`config.mk`:
```
export PLATFORM = sky130hd
export DESIGN_NAME = instr_fetch_unit
export DESIGN_NICKNAME = d
export VERILOG_FILES = /design/src/rtl/cpu_pkg.sv /design/src/rtl/instr_queue.sv /design/src/rtl/instr_fetch_unit.sv
export SDC_FILE = /design/constraint.sdc
export NUM_CORES = 1
export LEC_CHECK = 0
export BUFFER_PORTS_ARGS = -buffer_cell sky130_fd_sc_hd__buf_4
export CORE_MARGIN = 2
export CORE_UTILIZATION = 55
export CTS_CLUSTER_SIZE = 8
export DETAILED_ROUTE_END_ITERATION = 8
export PLACE_DENSITY = 0.79
export SETUP_SLACK_MARGIN = 0.3
export SLEW_MARGIN = 10
export SYNTH_ARGS = -nofsm -noshare
export SYNTH_HDL_FRONTEND = slang
export SYNTH_HIERARCHICAL = 1
export SYNTH_SLANG_ARGS = --single-unit
```
`constraint.sdc`:
```
create_clock -name clk -period 5.8 [get_ports clk]
set_clock_uncertainty 0.2 [all_clocks]
set_input_delay 0.87 -clock clk [delete_from_list [all_inputs] [get_ports clk]]
set_output_delay 0.87 -clock clk [all_outputs]
set_load 0.01 [all_outputs]
```
`src/rtl/cpu_pkg.sv`:
```
`default_nettype none
// ============================================================================
// Module   : cpu_pkg
// Purpose  : Shared fetch-stage types: assembler states and decoded record.
// Revision : 1.0 - initial release
// ============================================================================
package cpu_pkg;

    localparam int         CPU_ADDR_W = 16;
    localparam logic [4:0] OPC_HLT    = 5'b11111;

    typedef enum logic [1:0] {
        OP   = 2'd0,
        REG  = 2'd1,
        IMM1 = 2'd2,
        IMM2 = 2'd3
    } FetchState;

    typedef struct packed {
        logic [4:0]            opcode;
        logic [2:0]            dst;
        logic                  hasimm1;
        logic                  hasimm2;
        logic [2:0]            src1;
        logic [2:0]            src2;
        logic [7:0]            imm1;
        logic [7:0]            imm2;
        logic [CPU_ADDR_W-1:0] pc;
        logic [CPU_ADDR_W-1:0] next_pc;
    } instr_rec_t;

    function automatic instr_rec_t build_rec(
        input logic [7:0]            byte0,
        input logic [7:0]            byte1,
        input logic [7:0]            imm1,
        input logic [7:0]            imm2,
        input logic [CPU_ADDR_W-1:0] pc,
        input logic [CPU_ADDR_W-1:0] next_pc
    );
        instr_rec_t r;
        r.opcode  = byte0[4:0];
        r.dst     = byte0[7:5];
        r.hasimm1 = byte1[7];
        r.hasimm2 = byte1[6];
        r.src1    = byte1[5:3];
        r.src2    = byte1[2:0];
        r.imm1    = imm1;
        r.imm2    = imm2;
        r.pc      = pc;
        r.next_pc = next_pc;
        return r;
    endfunction

endpackage
`default_nettype wire

```
`src/rtl/instr_queue.sv`:
```
`default_nettype none
// ============================================================================
// Module   : instr_queue
// Purpose  : DEPTH-entry FIFO of decoded records with push/pop/flush.
// Revision : 1.0 - initial release
// ============================================================================
module instr_queue
    import cpu_pkg::*;
#(
    parameter  int DEPTH = 2,
    localparam int CNT_W = $clog2(DEPTH + 1)
) (
    input  logic             clk,
    input  logic             rst,
    input  logic             push_i,
    input  instr_rec_t       data_i,
    input  logic             pop_i,
    input  logic             flush_i,
    output instr_rec_t       head_o,
    output logic [CNT_W-1:0] count_o,
    output logic             full_o,
    output logic             empty_o
);

    localparam int               PTR_W  = (DEPTH > 1) ? $clog2(DEPTH) : 1;
    localparam logic [PTR_W-1:0] C_LAST = PTR_W'(DEPTH - 1);

    logic [PTR_W-1:0] rd_ptr_q;
    logic [PTR_W-1:0] wr_ptr_q;
    logic [CNT_W-1:0] count_q;
    instr_rec_t       w_entries [DEPTH];
    logic             w_pop;
    logic             w_push;

    assign w_pop  = pop_i & ~empty_o;
    assign w_push = push_i & (~full_o | w_pop);

    always_ff @(posedge clk or posedge rst) begin
        if (rst) begin
            rd_ptr_q <= '0;
            wr_ptr_q <= '0;
            count_q  <= '0;
        end else if (flush_i) begin
            rd_ptr_q <= '0;
            wr_ptr_q <= '0;
            count_q  <= '0;
        end else begin
            if (w_push) wr_ptr_q <= (wr_ptr_q == C_LAST) ? '0 : wr_ptr_q + 1'b1;
            if (w_pop)  rd_ptr_q <= (rd_ptr_q == C_LAST) ? '0 : rd_ptr_q + 1'b1;
            unique case ({w_push, w_pop})
                2'b10:   count_q <= count_q + 1'b1;
                2'b01:   count_q <= count_q - 1'b1;
                default: count_q <= count_q;
            endcase
        end
    end

    // Entries are zeroed on flush so the head fields read 0 afterwards.
    for (genvar i = 0; i < DEPTH; i++) begin : g_entry
        instr_rec_t entry_q;
        always_ff @(posedge clk or posedge rst) begin
            if (rst)
                entry_q <= '0;
            else if (flush_i)
                entry_q <= '0;
            else if (w_push && (wr_ptr_q == PTR_W'(i)))
                entry_q <= data_i;
        end
        assign w_entries[i] = entry_q;
    end

    assign head_o  = w_entries[rd_ptr_q];
    assign count_o = count_q;
    assign full_o  = (count_q == CNT_W'(DEPTH));
    assign empty_o = (count_q == '0);

endmodule
`default_nettype wire

```
`src/rtl/instr_fetch_unit.sv`:
```
`default_nettype none
// ============================================================================
// Module   : instr_fetch_unit
// Purpose  : Byte-serial instruction fetch/assembler feeding a record queue.
// Revision : 1.0 - initial release
// ============================================================================
module instr_fetch_unit
    import cpu_pkg::*;
#(
    parameter int ADDR_W = 16,
    parameter int DEPTH  = 2
) (
    input  logic              clk,
    input  logic              rst,
    output logic [ADDR_W-1:0] rom_addr,
    input  logic [7:0]        rom_data,
    input  logic              halt,
    input  logic              redirect_valid,
    input  logic [ADDR_W-1:0] redirect_pc,
    output logic              ins_valid,
    input  logic              ins_ready,
    output logic [4:0]        ins_opcode,
    output logic [2:0]        ins_dst,
    output logic              ins_hasimm1,
    output logic              ins_hasimm2,
    output logic [2:0]        ins_src1,
    output logic [2:0]        ins_src2,
    output logic [7:0]        ins_imm1,
    output logic [7:0]        ins_imm2,
    output logic [ADDR_W-1:0] ins_pc,
    output logic [ADDR_W-1:0] ins_next_pc
);

    localparam int CNT_W = $clog2(DEPTH + 1);

    if (ADDR_W != CPU_ADDR_W) begin : g_addr_w_check
        $error("instr_fetch_unit: ADDR_W must equal cpu_pkg::CPU_ADDR_W");
    end

    FetchState         state_q;
    logic [ADDR_W-1:0] pc_q;
    logic [ADDR_W-1:0] start_pc_q;
    logic [7:0]        byte0_q;
    logic [7:0]        byte1_q;
    logic [7:0]        imm1_q;

    logic [7:0]        w_byte1;
    logic [7:0]        w_imm1;
    logic [7:0]        w_imm2;
    logic              w_complete;
    logic [ADDR_W-1:0] w_pc_inc;
    instr_rec_t        w_rec;
    instr_rec_t        w_head;
    logic [CNT_W-1:0]  w_count;
    logic              w_full;
    logic              w_empty;
    logic              w_pop;
    logic              w_push_ok;
    logic              w_push;
    logic              w_advance;

    assign w_pc_inc = pc_q + ADDR_W'(1);

    // Record as it would look if the byte on rom_data is the last one.
    always_comb begin
        w_byte1    = byte1_q;
        w_imm1     = 8'h00;
        w_imm2     = 8'h00;
        w_complete = 1'b0;
        unique case (state_q)
            REG: begin
                w_byte1    = rom_data;
                w_complete = ~(rom_data[7] | rom_data[6]);
            end
            IMM1: begin
                w_imm1     = rom_data;
                w_complete = ~byte1_q[6];
            end
            IMM2: begin
                w_imm1     = byte1_q[7] ? imm1_q : 8'h00;
                w_imm2     = rom_data;
                w_complete = 1'b1;
            end
            default: ;
        endcase
    end

    assign w_rec = build_rec(byte0_q, w_byte1, w_imm1, w_imm2,
                             CPU_ADDR_W'(start_pc_q), CPU_ADDR_W'(w_pc_inc));

    assign w_pop     = ins_valid & ins_ready & ~redirect_valid;
    assign w_push_ok = (w_count < CNT_W'(DEPTH)) | (w_full & w_pop);
    assign w_push    = ~redirect_valid & ~halt & w_complete & w_push_ok;
    // A blocked completion holds everything so the final byte is re-read.
    assign w_advance = ~halt & (~w_complete | w_push_ok);

    always_ff @(posedge clk or posedge rst) begin
        if (rst) begin
            state_q    <= OP;
            pc_q       <= '0;
            start_pc_q <= '0;
            byte0_q    <= '0;
            byte1_q    <= '0;
            imm1_q     <= '0;
        end else if (redirect_valid) begin
            state_q <= OP;
            pc_q    <= redirect_pc;
        end else if (w_advance) begin
            pc_q <= w_pc_inc;
            unique case (state_q)
                OP: begin
                    byte0_q    <= rom_data;
                    start_pc_q <= pc_q;
                    state_q    <= REG;
                end
                REG: begin
                    byte1_q <= rom_data;
                    state_q <= rom_data[7] ? IMM1 : (rom_data[6] ? IMM2 : OP);
                end
                IMM1: begin
                    imm1_q  <= rom_data;
                    state_q <= byte1_q[6] ? IMM2 : OP;
                end
                default: state_q <= OP;
            endcase
        end
    end

    instr_queue #(
        .DEPTH (DEPTH)
    ) u_queue (
        .clk     (clk),
        .rst     (rst),
        .push_i  (w_push),
        .data_i  (w_rec),
        .pop_i   (w_pop),
        .flush_i (redirect_valid),
        .head_o  (w_head),
        .count_o (w_count),
        .full_o  (w_full),
        .empty_o (w_empty)
    );

    assign rom_addr    = pc_q;
    assign ins_valid   = ~w_empty;
    assign ins_opcode  = w_head.opcode;
    assign ins_dst     = w_head.dst;
    assign ins_hasimm1 = w_head.hasimm1;
    assign ins_hasimm2 = w_head.hasimm2;
    assign ins_src1    = w_head.src1;
    assign ins_src2    = w_head.src2;
    assign ins_imm1    = w_head.imm1;
    assign ins_imm2    = w_head.imm2;
    assign ins_pc      = ADDR_W'(w_head.pc);
    assign ins_next_pc = ADDR_W'(w_head.next_pc);

endmodule
`default_nettype wire

```
==> results of run 1 <==
[final timing paths]
| path | end | cells past startpoint | start | slack [ps] |
|---|---|---|---|---|
| max in group asynchronous | u_queue/g_entry[0].entry_q[31]$_DFFE_PP0P_ | 3 | rst | 3690 |
| worst min-delay path | imm1_q[0]$_DFFE_PP0P_ | 1 | imm1_q[0]$_DFFE_PP0P_ | 310 |
| worst min register to register | imm1_q[0]$_DFFE_PP0P_ | 1 | imm1_q[0]$_DFFE_PP0P_ | 310 |
| worst max register to register | u_queue/g_entry[1].entry_q[49]$_DFFE_PP0P_ | 8 | u_queue/count_o[0]$_DFFE_PP0P_ | 2050 |
| worst max-delay path | u_queue/g_entry[1].entry_q[49]$_DFFE_PP0P_ | 8 | redirect_valid | 1780 |
| min in group asynchronous | byte0_q[3]$_DFFE_PP0P_ | 3 | rst | 480 |
[metrics by stage]
| stage | cell area (um2) | cells | util (%) | setup WS [ps] | hold slack (ps) |
|---|---|---|---|---|---|
| after CTS | 11400 | 1258 | 63.9 | 1830 | 309 |
| final | 11400 | 1258 | 63.9 | 1780 | 307 |
| after floorplan | 9990 | 949 | - | 1200 | 274 |
| after global routing | 11400 | 1258 | 63.9 | 1570 | 314 |
| after detailed placement | 10900 | 1226 | 60.6 | 1380 | 293 |
| after global placement | 10900 | 1226 | 60.6 | 1500 | 282 |
[kinds of logic after synthesis]
logic type | count (synthesis) | share of synthesized area (%)
xor gates and xnor gates | 18 | 1.58
AOI/OAI and AO/OA | 174 | 9.64
adders and majority gates | 1 | 0.125
muxes | 177 | 19.1
DFF | 190 | 47.6
and+or+nand+nor | 301 | 17.7
buffers and inverters | 88 | 4.23
[registers in the layout (all words and copies together) (netlist names)]
| signal | flops |
|---|---|
| byte0_q | 8 |
| byte1_q | 8 |
| imm1_q | 8 |
| rom_addr | 16 |
| start_pc_q | 16 |
| state_q | 2 |
| u_queue/count_o | 2 |
| u_queue/g_entry.entry_q | 128 |
| u_queue/rd_ptr_q | 1 |
| u_queue/wr_ptr_q | 1 |
[routing by layer]
layer	wire [um]	share of wire, %	GRT usage (%)
met1	10900	46	35.5
met2	11300	48	38.6
met3	1020	4.3	4.35
met4	344	1.5	7.23
met5	0	0	0
[Yosys cell counts (all sizes together)]
cell type	number	share of area, %
nand4	3	0.25
o211ai	4	0.30
a21boi	8	0.60
a221oi	1	0.088
nor3	2	0.10
or2	1	0.063
and3	9	0.56
nand3b	1	0.075
nor2b	67	4.2
mux2i	65	6.5
nor3b	2	0.15
nor4b	1	0.088
mux2	112	13
o21a	1	0.075
or4	1	0.11
o21ai	141	7.1
nand2b	138	8.6
nand2	38	1.4
nor2	14	0.53
xor2	11	0.96
and4	1	0.088
a21bo	1	0.10
o2111ai	1	0.15
clkbuf	50	1.9
o221ai	5	0.44
ha	1	0.13
nand4b	1	0.088
inv	13	0.49
dfrtp	190	48
nor4	5	0.38
a21oi	6	0.30
or3b	1	0.11
o31a	1	0.088
nand3	16	0.85
o311ai	1	0.088
buf	24	1.8
o31ai	1	0.075
clkinv	1	0.038
o32ai	1	0.088
xnor2	7	0.61
o21bai	2	0.19
[final cells by class]
cell class	instances	area, um2
clock inverters	13	139
flip-flops and latches	190	4760
fillers	1433	6460
well taps	229	287
inverters	14	55.1
multi-input cells	671	4840
repair buffers	122	916
clock buffers	19	453
[worst max-delay path, delay by kind of cell]
family,cells,cell delay [ps]
AO/OA/AOI/OAI,1,320
multiplexers,1,230
buffers and inverters,3,910
AND/OR/NAND/NOR,3,1780
[power by group through the flow]
| stage | combinational [uW] | clock, uW | sequential [uW] |
|---|---|---|---|
| 3_3_place_gp | 361 | 0 | 1540 |
| 4_1_cts | 373 | 1190 | 1530 |
| 5_1_grt | 409 | 1240 | 1540 |
| 2_1_floorplan | 274 | 0 | 1510 |
| 3_5_place_dp | 369 | 0 | 1550 |
| 6_report | 371 | 1170 | 1530 |
==> qor.csv, run 1 <==
stage;metric;value;unit
pwr;Sw Ratio;26.1;%
placement;Detailed Place HPWL;14400;um
critical_path;CP peak stage delay;830;ps
run;Max-cap violations;0;
floorplanning;core area;0.0179;mm2
sta;RSZ-0062 raised after global routing;no;
routing;WL/cell;18.7;um
routing;drt total wl;23500;um
critical_path;crit-path cells;buf_4 > nor3b_1 > a21bo_1 > nor4b_1 > buf_4 > and3_4 > buf_4 > mux2i_1;
synthesis;Cell variety after synth;50;
sta;Fin. Hold Viols;0;
grt;antenna violations before repair;0;
routing;vias;7143;
clocking;Sink Count;190;
critical_path;Worst EP required;5950;ps
critical_path;Setup CP Type;in -> reg;
final_layout;share of post-route cells with drive strength above 1;27.2;%
final_layout;commonest non-fill, non-tap cell in the layout;dfrtp_1;
grt;global-route usage over all layers;24.6;%
status;status;completed;
floorplanning;Die X;139;um
floorplanning;Total Die Area;0.0193;mm2
sta;Tightest Pin Transition;1140;ps
floorplanning;DIE HEIGHT;139;um
synthesis;Syn Area/Cell;10.5;um2
synthesis;synthesized area;0.00999;mm2
clocking;htree depth;4;
final_layout;number of diodes;0;
hold_path;Min-Delay Path Class;reg -> reg;
sta;Setup TNS;0;ps
routing;ANT nets after route;0;
synthesis;FF+latch count, synth;190;
synthesis;synth warn;6;
clocking;Root Buffer Master;clkbuf_16;
sta;Tcrit/Tclk final;69.3;%
pwr;P_int;2270;uW
pwr;power share of the clock group;38.2;%
critical_path;CP Launch Type;primary input;
grt;grt ovf;0;
sta;final setup violation count;0;
floorplanning;row cnt;49;
clocking;Setup Fix Bufs, Post-CTS;0;
pwr;P_leak;0.00507;uW
routing;DRC Markers;0;
sta;relative slew slack;24.3;%
pwr;Switch Pwr;800;uW
pwr;combinational power share;12.1;%
synthesis;Seq/Total Area, Yosys;47.6;%
clocking;Clk Latency, worst-skew pair;430;ps
grt;vias in the first global route;7087;
pwr;PnR Total Power;3070;uW
critical_path;Arr. time, crit path;4170;ps
synthesis;post-synthesis cell count;949;
final_layout;number of nets in the layout;1046;
pwr;Worst VDD drop;235;uV
sta;minimum clock period;4020;ps
sta;Final Slew Violations;0;
pwr;Reg power frac;49.7;%
floorplanning;num ports;110;
floorplanning;Initial Util;55.8;%
routing;drt via density;5.68;
grt;first-pass GRT wire length;38100;um
synthesis;Post-Syn Nets;979;
final_layout;most frequent cells in the layout;dfrtp_1, nand2b_1, o21ai_0;
clocking;clk slew on worst S/H paths;70;ps
clocking;post-CTS sizing;0;
placement;GPL Wtd Cong;0.775;
clocking;clock buffer depth;2;
routing;Pre-antenna DRT Iters;7;
clocking;CTS Hold Bufs;0;
critical_path;Worst path slowest cell;nor3b_1;
routing;drt initial violations;594;
pwr;pwr dens;268;mW/mm2
clocking;clock buffer count from CTS;17;
sta;Max Freq;249;MHz
placement;Buffers on Ports;109;
final_layout;P&R area growth vs syn;14.5;%
critical_path;crit end category;flip-flop;
critical_path;Critical Path Fanout Max;95;
clocking;CTS tree;done;
critical_path;most used cell, CP;buf_4;
grt;largest net degree at the start of global routing;136;
No activity file was read; power rests on OpenSTA's default activity.
==> run 2: changes to the inputs <==
CORE_UTILIZATION = 53   (was 55)
clock period = 3.34 ns   (was 5.8 ns; I/O delays follow)
==> run 2 against run 1 <==
- power rose by 79%
- register-to-register slack got worse by 1500 ps
- sequential share of layout area shrank 1.0 points
- routed wire length is 6.4% higher
- non-clock buffer count grew 21
- global-route usage increased by 0.69 points
- final area grew 2.5%
- sequential power grew 73%
- worst setup slack lost 1200 ps
- largest cell class unchanged
- highest routed layer is now met5
==> qor.csv, run 2 (synthesized netlist as in run 1, its figures left out) <==
stage;metric;value;unit;change
routing;ANT nets after route;0;;unchanged
sta;Max Freq;363;MHz;
floorplanning;num ports;110;;unchanged
final_layout;most frequent cells in the layout;dfrtp_1, nand2b_1, buf_4;;was dfrtp_1, nand2b_1, o21ai_0
placement;Buffers on Ports;109;;unchanged
critical_path;crit end category;flip-flop;;unchanged
sta;Tcrit/Tclk final;82.5;%;
pwr;power share of the clock group;39.4;%;was 38.2%
floorplanning;DIE HEIGHT;141;um;was 139 um
pwr;P_int;4070;uW;was 2270 uW
clocking;CTS tree;done;;unchanged
critical_path;Critical Path Fanout Max;18;;was 95
grt;largest net degree at the start of global routing;228;;was 136
sta;worst hold slack;70.1;ps;was 307 ps
critical_path;Setup CP Type;reg -> reg;;was in -> reg
final_layout;register area;0.00476;mm2;unchanged
sta;Final Slew Violations;0;;unchanged
final_layout;commonest non-fill, non-tap cell in the layout;dfrtp_1;;unchanged
critical_path;crit-path cells;nor2_1 > nor3b_1 > a21bo_1 > nor4b_1 > buf_4 > and3_4 > buf_12 > mux2i_1;;was buf_4 > nor3b_1 > a21bo_1 > nor4b_1 > buf_4 > and3_4 > buf_4 > mux2i_1
clocking;clock buffer depth;2;;unchanged
final_layout;P&R area growth vs syn;17.4;%;was 14.5%
sta;Setup TNS;0;ps;unchanged
routing;metal1 wirelength;11400;um;was 10900 um
routing;DRC Markers;0;;unchanged
critical_path;crit-path leading delay family;simple AND/OR/NAND/NOR gates;;unchanged
routing;WL met3;1170;um;was 1020 um
grt;global-route usage over all layers;25.3;%;was 24.6%
critical_path;Worst path slowest cell;dfrtp_1;;was nor3b_1
routing;WL/cell;19.5;um;was 18.7 um
routing;drt total wl;25000;um;was 23500 um
placement;GPL Wtd Cong;0.801;;was 0.775
routing;drt via density;5.74;;was 5.68
pwr;combinational power share;12.5;%;was 12.1%
grt;first-pass GRT wire length;40000;um;was 38100 um
grt;antenna violations before repair;1;;was 0
grt;grt ovf;0;;unchanged
clocking;clk slew on worst S/H paths;70;ps;about the same
final_layout;max reg flops;128;;unchanged
hold_path;Min-Delay Path Class;in -> reg;;was reg -> reg
run;Max-cap violations;0;;unchanged
pwr;pwr dens;469;mW/mm2;was 268 mW/mm2
pwr;P_leak;0.00521;uW;was 0.00507 uW
routing;drt initial violations;661;;was 594
pwr;Switch Pwr;1430;uW;was 800 uW
clocking;htree depth;4;;unchanged
routing;highest routed metal layer;met5;;was met4
floorplanning;core area;0.0186;mm2;was 0.0179 mm2
clocking;Root Buffer Master;clkbuf_16;;unchanged
floorplanning;Die X;141;um;was 139 um
status;status;completed;;unchanged
final_layout;Multi-input gate area;0.00484;mm2;unchanged
sta;minimum clock period;2760;ps;
floorplanning;Total Die Area;0.0200;mm2;was 0.0193 mm2
pwr;Reg power frac;48.1;%;was 49.7%
final_layout;fillers;1469;;was 1433
sta;Fin. Hold Viols;0;;unchanged
floorplanning;row cnt;50;;was 49
sta;RSZ-0062 raised after global routing;no;;unchanged
clocking;Clk Latency, worst-skew pair;440;ps;was 430 ps
floorplanning;Initial Util;53.8;%;was 55.8%
pwr;PnR Total Power;5490;uW;was 3070 uW
final_layout;share of post-route cells with drive strength above 1;28.5;%;was 27.2%
final_layout;Reg with most FFs;u_queue/g_entry.entry_q;;unchanged
clocking;post-CTS sizing;0;;unchanged
placement;Detailed Place HPWL;14900;um;was 14400 um
sta;final setup violation count;0;;unchanged
grt;vias in the first global route;7486;;was 7087
critical_path;Arr. time, crit path;2900;ps;was 4170 ps
sta;Tightest Pin Transition;778;ps;was 1140 ps
final_layout;number of nets in the layout;1067;;was 1046
critical_path;CP peak stage delay;500;ps;was 830 ps
critical_path;Worst EP required;3480;ps;was 5950 ps
routing;vias;7367;;was 7143
routing;routed wl met2;12100;um;was 11300 um
routing;Pre-antenna DRT Iters;5;;was 7
critical_path;CP bufs+invs;2;;was 3
critical_path;CP Launch Type;flip-flop;;was primary input
pwr;Sw Ratio;25.9;%;was 26.1%
pwr;Worst VDD drop;394;uV;was 235 uV
final_layout;number of diodes;0;;unchanged
clocking;clock buffer count from CTS;17;;unchanged
sta;relative slew slack;48.2;%;was 24.3%
clocking;Sink Count;190;;unchanged
-- run 2: what timing repair did --
item	in CTS	in global routing
setup endpoints to repair	0	27
hold buffers	1	0
setup buffers	0	10
endpoints found under the hold margin	14	0
-- run 2: power by group through the flow --
stage / combinational [uW] / sequential [uW] / clock, uW
CTS: 684 / 2640 / 2190
floorplan: 476 / 2620 / 0
global route: 752 / 2660 / 2280
global placement: 656 / 2670 / 0
finish: 686 / 2640 / 2160
detailed placement: 674 / 2680 / 0
-- run 2: area by class of cell --
type	instances	area share (%)
multi-input combinational	671	41.3
clock buffer	18	3.66
sequential	190	40.6
inverter	14	0.480
tap	234	2.50
timing repair buffer	143	9.92
clock inverter	14	1.62
-- run 2: final timing paths --
kind	start	to	slack, ps	cells past startpoint
worst max register to register	u_queue/count_o[0]$_DFFE_PP0P_	u_queue/g_entry[1].entry_q[1]$_DFFE_PP0P_	580	8
min in group asynchronous	rst	byte0_q[1]$_DFFE_PP0P_	540	3
worst max-delay path	u_queue/count_o[0]$_DFFE_PP0P_	u_queue/g_entry[1].entry_q[1]$_DFFE_PP0P_	580	8
worst min register to register	imm1_q[6]$_DFFE_PP0P_	imm1_q[6]$_DFFE_PP0P_	310	1
max in group asynchronous	rst	imm1_q[1]$_DFFE_PP0P_	1670	4
worst min-delay path	redirect_pc[0]	rom_addr[0]$_DFFE_PP0P_	70	3
-- run 2: per-stage QoR --
step | cell area (um2) | setup WS, ps | cells | utilization [%]
final | 11700 | 585 | 1284 | 63.1
after global routing | 11700 | 334 | 1284 | 63.1
after CTS | 11700 | 493 | 1274 | 62.7
after detailed placement | 11000 | 508 | 1241 | 59.3
after global placement | 11000 | 541 | 1241 | 59.3
after floorplan | 10000 | 372 | 949 | -
-- run 2: worst register-to-register path: cells and delay by family (launching register included) --
family	cells	cell delay, ps
muxes	1	250
and+or+nand+nor	4	990
AOI/OAI and AO/OA	1	280
buffers and inverters	2	440
DFF	1	500
-- run 2: layer usage --
| metal | up-vias | global-route usage (%) |
|---|---|---|
| met5 | - | 0 |
| met4 | 2 | 7.74 |
| met3 | 25 | 4.15 |
| met2 | 224 | 40.6 |
| met1 | 3699 | 35.7 |
| li1 | 3417 | - |
